--- src/rtl/spi_master_ctrl.sv ---
// spi_master_ctrl: sequences one SPI byte transfer.
// The sequence is: load the sender, frame it with CS_N, run 8 bit-clock periods,
// capture the received byte, then report DONE (and ERR).
// Ports: CLK/CLR clock and async reset; START/TX_DATA/ABORT host request;
// BUSY/DONE/ERR/RX_DATA host status; CS_N/BIT_CLK SPI framing;
// S_*, R_*, DP_CLR strobes to the sender/receiver pair;
// S_EMPTY/R_FULL/R_DATA datapath status and data.
module spi_master_ctrl #(
  parameter int CLK_DIV  = 2,
  parameter int CS_SETUP = 2,
  parameter int CS_HOLD  = 2
) (
  input  logic       CLK,
  input  logic       CLR,
  input  logic       START,
  input  logic [7:0] TX_DATA,
  input  logic       ABORT,
  output logic       BUSY,
  output logic       DONE,
  output logic       ERR,
  output logic [7:0] RX_DATA,
  output logic       CS_N,
  output logic       BIT_CLK,
  output logic [7:0] S_DATA,
  output logic       S_WRITE,
  output logic       S_TE,
  output logic       R_READ,
  output logic       R_RE,
  output logic       DP_CLR,
  input  logic       S_EMPTY,
  input  logic       R_FULL,
  input  logic [7:0] R_DATA
);

  typedef enum logic [2:0] {IDLE, LOAD, SETUP, SHIFT, CAPTURE, HOLD} state_t;

  // Half-period counter holds 0..CLK_DIV-1; setup/hold counter holds 0..max-1.
  localparam int HW     = (CLK_DIV > 1) ? $clog2(CLK_DIV) : 1;
  localparam int SH_MAX = (CS_SETUP > CS_HOLD) ? CS_SETUP : CS_HOLD;
  localparam int SHW    = (SH_MAX > 1) ? $clog2(SH_MAX) : 1;

  localparam logic [HW-1:0]  DIV_LAST   = HW'(CLK_DIV - 1);
  localparam logic [SHW-1:0] SETUP_LAST = SHW'(CS_SETUP - 1);
  localparam logic [SHW-1:0] HOLD_LAST  = SHW'(CS_HOLD - 1);

  state_t         state;
  logic [HW-1:0]  hcnt;
  logic [3:0]     bit_cnt;   // rising BIT_CLK edges so far, 0..8
  logic [SHW-1:0] sh_cnt;
  logic           err_flag;
  logic           abort_q;   // one-cycle datapath clear after an abort

  assign DP_CLR = CLR | abort_q;

  always_ff @(posedge CLK or posedge CLR) begin
    if (CLR) begin
      state    <= IDLE;
      hcnt     <= '0;
      bit_cnt  <= '0;
      sh_cnt   <= '0;
      err_flag <= 1'b0;
      abort_q  <= 1'b0;
      BUSY     <= 1'b0;
      DONE     <= 1'b0;
      ERR      <= 1'b0;
      RX_DATA  <= 8'h00;
      CS_N     <= 1'b1;
      BIT_CLK  <= 1'b0;
      S_DATA   <= 8'h00;
      S_WRITE  <= 1'b0;
      S_TE     <= 1'b0;
      R_READ   <= 1'b0;
      R_RE     <= 1'b0;
    end else begin
      // Single-cycle pulses default low.
      S_WRITE <= 1'b0;
      R_READ  <= 1'b0;
      DONE    <= 1'b0;
      ERR     <= 1'b0;
      abort_q <= 1'b0;

      if (ABORT) begin
        // Abort beats any START in the same cycle; in IDLE nothing happens.
        if (state != IDLE) begin
          state   <= IDLE;
          CS_N    <= 1'b1;
          BIT_CLK <= 1'b0;
          S_TE    <= 1'b0;
          R_RE    <= 1'b0;
          BUSY    <= 1'b0;
          abort_q <= 1'b1;
        end
      end else begin
        case (state)
          IDLE: begin
            if (START) begin
              S_DATA  <= TX_DATA;
              BUSY    <= 1'b1;
              S_WRITE <= 1'b1;
              R_READ  <= 1'b1;   // zero the receiver count alongside the load
              state   <= LOAD;
            end
          end
          LOAD: begin
            CS_N   <= 1'b0;
            sh_cnt <= '0;
            state  <= SETUP;
          end
          SETUP: begin
            if (sh_cnt == SETUP_LAST) begin
              S_TE    <= 1'b1;
              R_RE    <= 1'b1;
              BIT_CLK <= 1'b0;
              hcnt    <= '0;
              bit_cnt <= '0;
              state   <= SHIFT;
            end else begin
              sh_cnt <= sh_cnt + SHW'(1);
            end
          end
          SHIFT: begin
            if (hcnt == DIV_LAST) begin
              hcnt    <= '0;
              BIT_CLK <= ~BIT_CLK;
              if (!BIT_CLK) begin
                bit_cnt <= bit_cnt + 4'd1;
              end else if (bit_cnt == 4'd8) begin
                // Falling edge after the eighth rise closes the shift window.
                S_TE   <= 1'b0;
                R_RE   <= 1'b0;
                R_READ <= 1'b1;
                state  <= CAPTURE;
              end
            end else begin
              hcnt <= hcnt + HW'(1);
            end
          end
          CAPTURE: begin
            RX_DATA  <= R_DATA;
            err_flag <= ~S_EMPTY | ~R_FULL;
            sh_cnt   <= '0;
            state    <= HOLD;
          end
          HOLD: begin
            if (sh_cnt == HOLD_LAST) begin
              CS_N  <= 1'b1;
              BUSY  <= 1'b0;
              DONE  <= 1'b1;
              ERR   <= err_flag;
              state <= IDLE;
            end else begin
              sh_cnt <= sh_cnt + SHW'(1);
            end
          end
          default: state <= IDLE;
        endcase
      end
    end
  end

endmodule
--- config.mk ---
export PLATFORM = sky130hd
export DESIGN_NAME = spi_master_ctrl
export DESIGN_NICKNAME = d
export VERILOG_FILES = /design/src/rtl/spi_master_ctrl.sv
export SDC_FILE = /design/constraint.sdc
export NUM_CORES = 1
export LEC_CHECK = 0
export ABC_AREA = 1
export BUFFER_PORTS_ARGS = -buffer_cell sky130_fd_sc_hd__buf_2
export CAP_MARGIN = 10
export CORE_UTILIZATION = 50
export DETAILED_ROUTE_END_ITERATION = 10
export PLACE_DENSITY = 0.85
export SYNTH_ARGS = -nofsm -noshare
export SYNTH_HDL_FRONTEND = slang
export SYNTH_SLANG_ARGS = --single-unit
--- constraint.sdc ---
create_clock -name CLK -period 2.3 [get_ports CLK]
set_input_delay 0.345 -clock CLK [delete_from_list [all_inputs] [get_ports CLK]]
set_output_delay 0.345 -clock CLK [all_outputs]
set_load 0.02 [all_outputs]
==> results of run 1 <==
==> area by class of cell <==
class | count | area [sq um]
Clock buffer | 8 | 68.8
Fill cell | 285 | 1090
Inverter | 21 | 81.3
Multi-Input combinational cell | 142 | 662
Sequential cell | 35 | 877
Tap cell | 44 | 55.1
Timing Repair Buffer | 48 | 243
==> synth_stat cells <==
| master | instances | area, sq um |
|---|---|---|
| nand2_2 | 1 | 6.26 |
| o21ai_2 | 1 | 8.76 |
| nor2_2 | 3 | 18.8 |
| nand3_2 | 3 | 30.0 |
| nand2_1 | 85 | 319 |
| buf_4 | 2 | 15.0 |
| ha_1 | 2 | 25.0 |
| nor2_4 | 2 | 22.5 |
| buf_6 | 1 | 11.3 |
| o211ai_1 | 1 | 7.51 |
| inv_2 | 4 | 15.0 |
| or2_2 | 1 | 6.26 |
| inv_4 | 1 | 6.26 |
| a21oi_1 | 1 | 5.00 |
| a31oi_1 | 1 | 6.26 |
| dfrtp_1 | 34 | 851 |
| and2_1 | 1 | 6.26 |
| nand2_4 | 1 | 11.3 |
| nand3_1 | 14 | 70.1 |
| xor2_1 | 2 | 17.5 |
| o21ai_0 | 3 | 15.0 |
| inv_1 | 16 | 60.1 |
| dfstp_2 | 1 | 26.3 |
| o21ai_1 | 4 | 20.0 |
| nor2_1 | 15 | 56.3 |
| nor3_2 | 1 | 10.0 |
==> per-layer routing <==
layer	up-vias	part of all wire, %	track usage (%)
li1	725	-	-
met1	653	46	27.6
met2	45	47	32.3
met3	3	6.1	6.33
met4	0	0.78	4.42
met5	-	0	0
==> placed cells by master, fill, tap and decap left out, drive strengths merged <==
cell | Yosys | routed
nand3 | 17 | 17
o211ai | 1 | 1
buf | 3 | 48
or2 | 1 | 1
dfstp | 1 | 1
a31oi | 1 | 1
nor2 | 20 | 20
nand2 | 87 | 87
nor3 | 1 | 1
a21oi | 1 | 1
xor2 | 2 | 2
clkbuf | 0 | 8
ha | 2 | 2
and2 | 1 | 1
dfrtp | 34 | 34
o21ai | 8 | 8
inv | 21 | 21
==> registers in the layout, indices dropped and copies added (netlist names) <==
name and count:
BUSY 1, R_READ 1, err_flag 1, abort_q 1, bit_cnt 4, sh_cnt 1
state 3, RX_DATA 8, DONE 1, ERR 1, hcnt 1, S_DATA 8
BIT_CLK 1, R_RE 1, CS_N 1, S_WRITE 1
==> cell families (layout without fill, tap and decap cells) <==
group                      Yosys count  count (layout)
AOI/OAI and AO/OA                   11              11
DFF                                 35              35
xor gates and xnor gates             2               2
adders and majority gates            2               2
and+or+nand+nor                    127             127
buffers and inverters               24              77
==> report_power, final <==
group | switching, mW | leakage (nW) | internal, mW
clock | 0.194 | 0.0386 | 0.180
combinational | 0.639 | 0.684 | 0.330
sequential | 0.153 | 0.457 | 0.854
total | 0.985 | 1.18 | 1.36
==> per-stage QoR <==
| step | utilization [%] | cell area, sq um | instances | total power, mW | hold WS [ns] |
|---|---|---|---|---|---|
| after CTS | 64.6 | 1990 | 298 | 2.37 | 0.103 |
| after global routing | 64.6 | 1990 | 298 | 2.55 | 0.118 |
| after floorplan | - | 1650 | 201 | 1.70 | 0.413 |
| after global placement | 62.3 | 1920 | 290 | 1.95 | 0.459 |
| after detailed placement | 62.3 | 1920 | 290 | 1.98 | 0.459 |
| final | 64.6 | 1990 | 298 | 2.35 | 0.0999 |
==> critical path: stages, from the launching register on <==
cell,delay (ns)
dfrtp_1,0.43
nor2_1,0.28
nand3_2,0.29
inv_2,0.24
nor2_1,0.06
a31oi_1,0.13
==> worst max-delay path by stage <==
stage               slack (ns)     start  cells after the start         to
finish                    0.79  state[0]                      5   err_flag
floorplan                 1.05  state[0]                      7  S_DATA[0]
global placement          0.85  state[0]                      5   err_flag
CTS                       0.80   abort_q                      2     DP_CLR
detailed placement        0.82  state[0]                      5   err_flag
global route              0.63  state[0]                      7  S_DATA[6]
==> qor.txt, run 1 <==
outcome: complete, no violations
global-route wire length before repair: 5.38 mm
Yosys reg bits: 35
fin crit period: 1.51 ns
FF-to-FF setup slack: 0.79 ns
CP endpoint kind: flop
R2R cell count: 5
# rows: 20
critical path fanouts, max: 11
DIE HEIGHT: 59.4 microns
crit path DAT: 1.77 ns
Remaining Overflow, GRT: 0
largest net degree at the start of global routing: 36
maximum VDD drop: 0.580 mV
DP Worst Slack: 0.820 ns
via count: 1,426
RSZ-0062 raised after global routing: no
synthesis-to-layout area growth: 20.7%
maxcap violations: 0
P per Cell Area: 1180 nW/um^2
initial antenna violation count: 0
Post-Synth Adder-Cell Area: 1.52%
Post-CTS Resized: 0
Startpoint Class: flop
DRC viols: 0
gr usage total: 20.4%
Sink Count: 35
# setup viols final: 0
die span in x: 59.4 microns
share of layout cells above drive strength 1: 29.1%
Seq/Total Area, Yosys: 53.3%
Post-CTS Hold Buffers: 0
final count of hold timing violations: 0
CTS root buffer: clkbuf_4
Pins Over Slew Limit: 0
worst-skew pair later-pin latency: 0.33 ns
Initial Util: 53.5%
routed vias/inst: 4.79
post-synth cell types: 26
Pre-antenna DRT Iters: 4
Detail Placement HPWL: 2.28 mm
ANT nets after route: 0
fmax: 661 MHz
Die ar.: 3530 sq um
skew final: 0.00328 ns
syn_nets: 225
# H-tree levels: 2
Final #Nets: 277
WL/cell: 10.7 microns
Synth Area in Compound Gates: 3.80%
Post-Synth XOR/XNOR Area: 1.06%
reg2reg end: err_flag
Reg clk slew, reported paths: 0.10 ns
Gate Count Post-Synth: 201
worst slew pin tran: 0.426 ns
Bufs on Longest Clock Path: 2
Port Buffers: 47
ANT cells: 0
number of global-route vias before repair: 1,254
leakage power: 1.18 nW
final wirelength: 3.19 mm
Top Ports: 48
slew margin rel.: 71.6%
gp weighted congestion: 0.836
Syn Area/Cell: 8.19 sq um
Mapped Area: 1650 sq um
period utilisation layout: 65.8%
launching point of the worst reg2reg path: state[0]
core area: 3080 sq um
critical path type: flop to flop
postcts setup bufs: 0
Setup WS post-layout: 0.787 ns
CTS tree: yes
synth warn: 0
total CTS buffers: 5
Synth Area in Simple Gates: 33.8%
mux contribution to synthesized area: 0%
WP data required: 2.56 ns
Starting DRT DRC Count: 82
largest family of logic cells by synthesized area: simple AND/OR/NAND/NOR gates
Fin Setup TNS: 0 ns
HP Class: primary input to async pin
Note: power is estimated with default switching activity, not from simulation.
==> run 2: changes to the inputs <==
ABC_AREA = 0   (was 1)
PLACE_DENSITY = 0.86   (was 0.85)
clock period = 1.4 ns   (was 2.3 ns; I/O delays follow)
==> qor.txt, run 2 <==
# H-tree levels: 2 (unchanged)
core area: 3030 sq um (-1.6%)
Syn Area/Cell: 11.2 sq um (+37%)
final core utilization: 70.1% (+5.5 points)
maxcap violations: 0 (unchanged)
ranking of synthesized cells by area: dfrtp_1 (53%), mux2_2 (12%), nor2_1 (3.1%), inv_1 (2.4%), o21ai_0 (2.2%)
slowest cell on the critical path: dfrtp_1
critical path type: flop to flop
slew margin rel.: 72.3% (+0.71 points)
final count of hold timing violations: 0 (unchanged)
routed vias/inst: 5.20 (+8.6%)
WP data required: 1.63 ns (-0.93 ns)
most common cell after layout, fill and taps aside: buf_2
Gate Count Post-Synth: 142 (-29%)
top_reg_cell synth: dfrtp_1
CTS tree: yes
synthesis-to-layout area growth: 33.1%
WL/cell: 14.0 microns (+30%)
DP Worst Slack: -0.0370 ns (-0.857 ns)
Detail Placement HPWL: 2.38 mm (+4.5%)
Top Ports: 48 (unchanged)
Design Area, Final: 2120 sq um (+6.8%)
die span in x: 58.5 microns (-1.6%)
Pre-antenna DRT Iters: 4 (unchanged)
syn_nets: 166 (-26%)
Placed Cells: 234 (-19%)
largest net degree at the start of global routing: 36 (unchanged)
synth warn: 0 (unchanged)
Largest regs: RX_DATA x8, S_DATA x8, bit_cnt x4
launching point of the worst reg2reg path: state[0]
RSZ-0062 raised after global routing: yes
HP Class: primary input to flop
Bufs on Longest Clock Path: 2 (unchanged)
Startpoint Class: flop
Initial Util: 52.6% (-0.85 points)
Slowest Stage Delay on Critical Path: 0.43 ns (about the same)
skew final: 0.00427 ns (+0.000991 ns)
crit path from: state[0]
ANT cells: 0 (unchanged)
Seq/Total Area, Yosys: 55.0% (+1.8 points)
commonest cells in the synthesized netlist: dfrtp_1 (34), mux2_2 (17), nor2_1 (13)
DRC viols: 0 (unchanged)
Final #Nets: 230 (-17%)
Pins Over Slew Limit: 0 (unchanged)
# setup viols final: 0 (unchanged)
Yosys top cell area share: 53.4% (+1.7 points)
Post-synth EDFFs: 0 (unchanged)
CP cell instances: buf_6, nor3_1, nor2_1, o41a_1
gr usage total: 20.7% (+0.30 points)
worst-skew pair later-pin latency: 0.33 ns (about the same)
most frequent cells in the layout: buf_2 (46), dfrtp_1 (33), mux2_2 (16)
Reg clk slew, reported paths: 0.10 ns (about the same)
P per Cell Area: 1480 nW/um^2 (+25%)
Starting DRT DRC Count: 54 (-34%)
number of global-route vias before repair: 1,281 (+2.2%)
fin crit period: 1.39 ns (-0.126 ns)
crit path DAT: 1.61 ns (-0.16 ns)
FILL cells: 220 (-23%)
dominant cell type by area after synthesis: dfrtp_1
outcome: complete, no violations
initial antenna violation count: 0 (unchanged)
Yosys reg bits: 35 (unchanged)
critical path fanouts, max: 12 (+1)
HP Start: R_FULL
Setup WS post-layout: 0.0136 ns (-0.774 ns)
fin cells: 250 (-16%)
fmax: 721 MHz (+9.1%)
Synth async-reset ratio: 100% (unchanged)
CTS root buffer: clkbuf_4
# rows: 20 (unchanged)
share of layout cells above drive strength 1: 51.9% (+23 points)
DIE HEIGHT: 58.5 microns (-1.6%)
Port Buffers: 47 (unchanged)
Die ar.: 3420 sq um (-3.1%)
period utilisation layout: 99.0% (+33 points)
Tot Pwr: 3.13 mW (+33%)
worst slew pin tran: 0.415 ns (-0.0106 ns)
post-synth cell types: 35 (+35%)
global-route wire length before repair: 5.32 mm (-1.2%)
Mapped Area: 1590 sq um (-3.2%)
final wirelength: 3.49 mm (+9.3%)
ANT nets after route: 0 (unchanged)
Sink Count: 35 (unchanged)
maximum VDD drop: 1.04 mV (+80%)
Remaining Overflow, GRT: 0 (unchanged)
gp weighted congestion: 0.936 (+12%)
via count: 1,299 (-8.9%)
CP endpoint kind: flop
most frequent cell after synthesis: dfrtp_1
total CTS buffers: 5 (unchanged)
Area after DPL: 1920 sq um (+0.20%)
leakage power: 1.09 nW (-8.0%)
run 2: worst max-delay path: cells and delay by family (launching register included):
kind,cells,cell delay (ns)
AO/OA/AOI/OAI,1,0.36
AND/OR/NAND/NOR,2,0.31
buffers and inverters,1,0.17
flip-flops,1,0.43
run 2: cell type report:
cell class / instances / area [sq um] / share of cell area, %
inverters: 10 / 37.5 / 1.77
well taps: 44 / 55.1 / 2.59
repair buffers: 64 / 379 / 17.9
multi-input cells: 90 / 716 / 33.7
clock buffers: 6 / 51.3 / 2.42
flip-flops and latches: 35 / 878 / 41.4
clock inverters: 1 / 5.00 / 0.236
run 2: repair_timing:
action / in CTS / in global routing
pin swaps: 1 / 8
resized for setup: 1 / 25
hold buffers: 1 / 0
endpoints found under the hold margin: 34 / 0
setup buffers: 0 / 8
endpoints found under the setup margin: 16 / 30
cloned: 0 / 1
run 2: worst paths after layout:
check,end,slack [ns],depth (start not counted)
min reg2reg,ERR,0.50,1
min,err_flag,0.05,2
min in group asynchronous,abort_q,0.50,4
max reg2reg,BUSY,0.01,4
max in group asynchronous,CS_N,0.57,4
max,BUSY,0.01,4
run 2: through the flow:
stage / setup TNS, ns / hold slack, ns
finish: 0 / 0.0498
global route: -0.0718 / 0.0321
CTS: -0.0566 / 0.0503
detailed placement: -0.266 / 0.336
global placement: 0 / 0.326
floorplan: 0 / 0.306
run 2: routing by layer:
layer | share of wire [%] | up-vias | global-route usage [%] | wire length, microns
li1 | - | 621 | - | -
met1 | 41 | 634 | 24.2 | 1450
met2 | 52 | 42 | 34.5 | 1810
met3 | 6.2 | 2 | 7.91 | 215
met4 | 0.60 | 0 | 8.16 | 21
met5 | 0 | - | 0 | 0
run 2: logic make-up (layout without fill, tap and decap cells):
kind of cell	count (synthesis)	count (layout)	synth area share [%]
compound gates	24	24	9.97
mux	18	18	12.6
simple gates	43	44	14.7
fa+ha+maj	2	2	1.57
xor+xnor	2	2	1.10
flops	35	35	55.0
buf+inv	18	81	5.02
run 2: where the power goes:
part	switching [mW]	internal (mW)	leakage, nW
Combinational	0.617	0.530	0.602
Clock	0.324	0.233	0.0341
Sequential	0.183	1.25	0.450
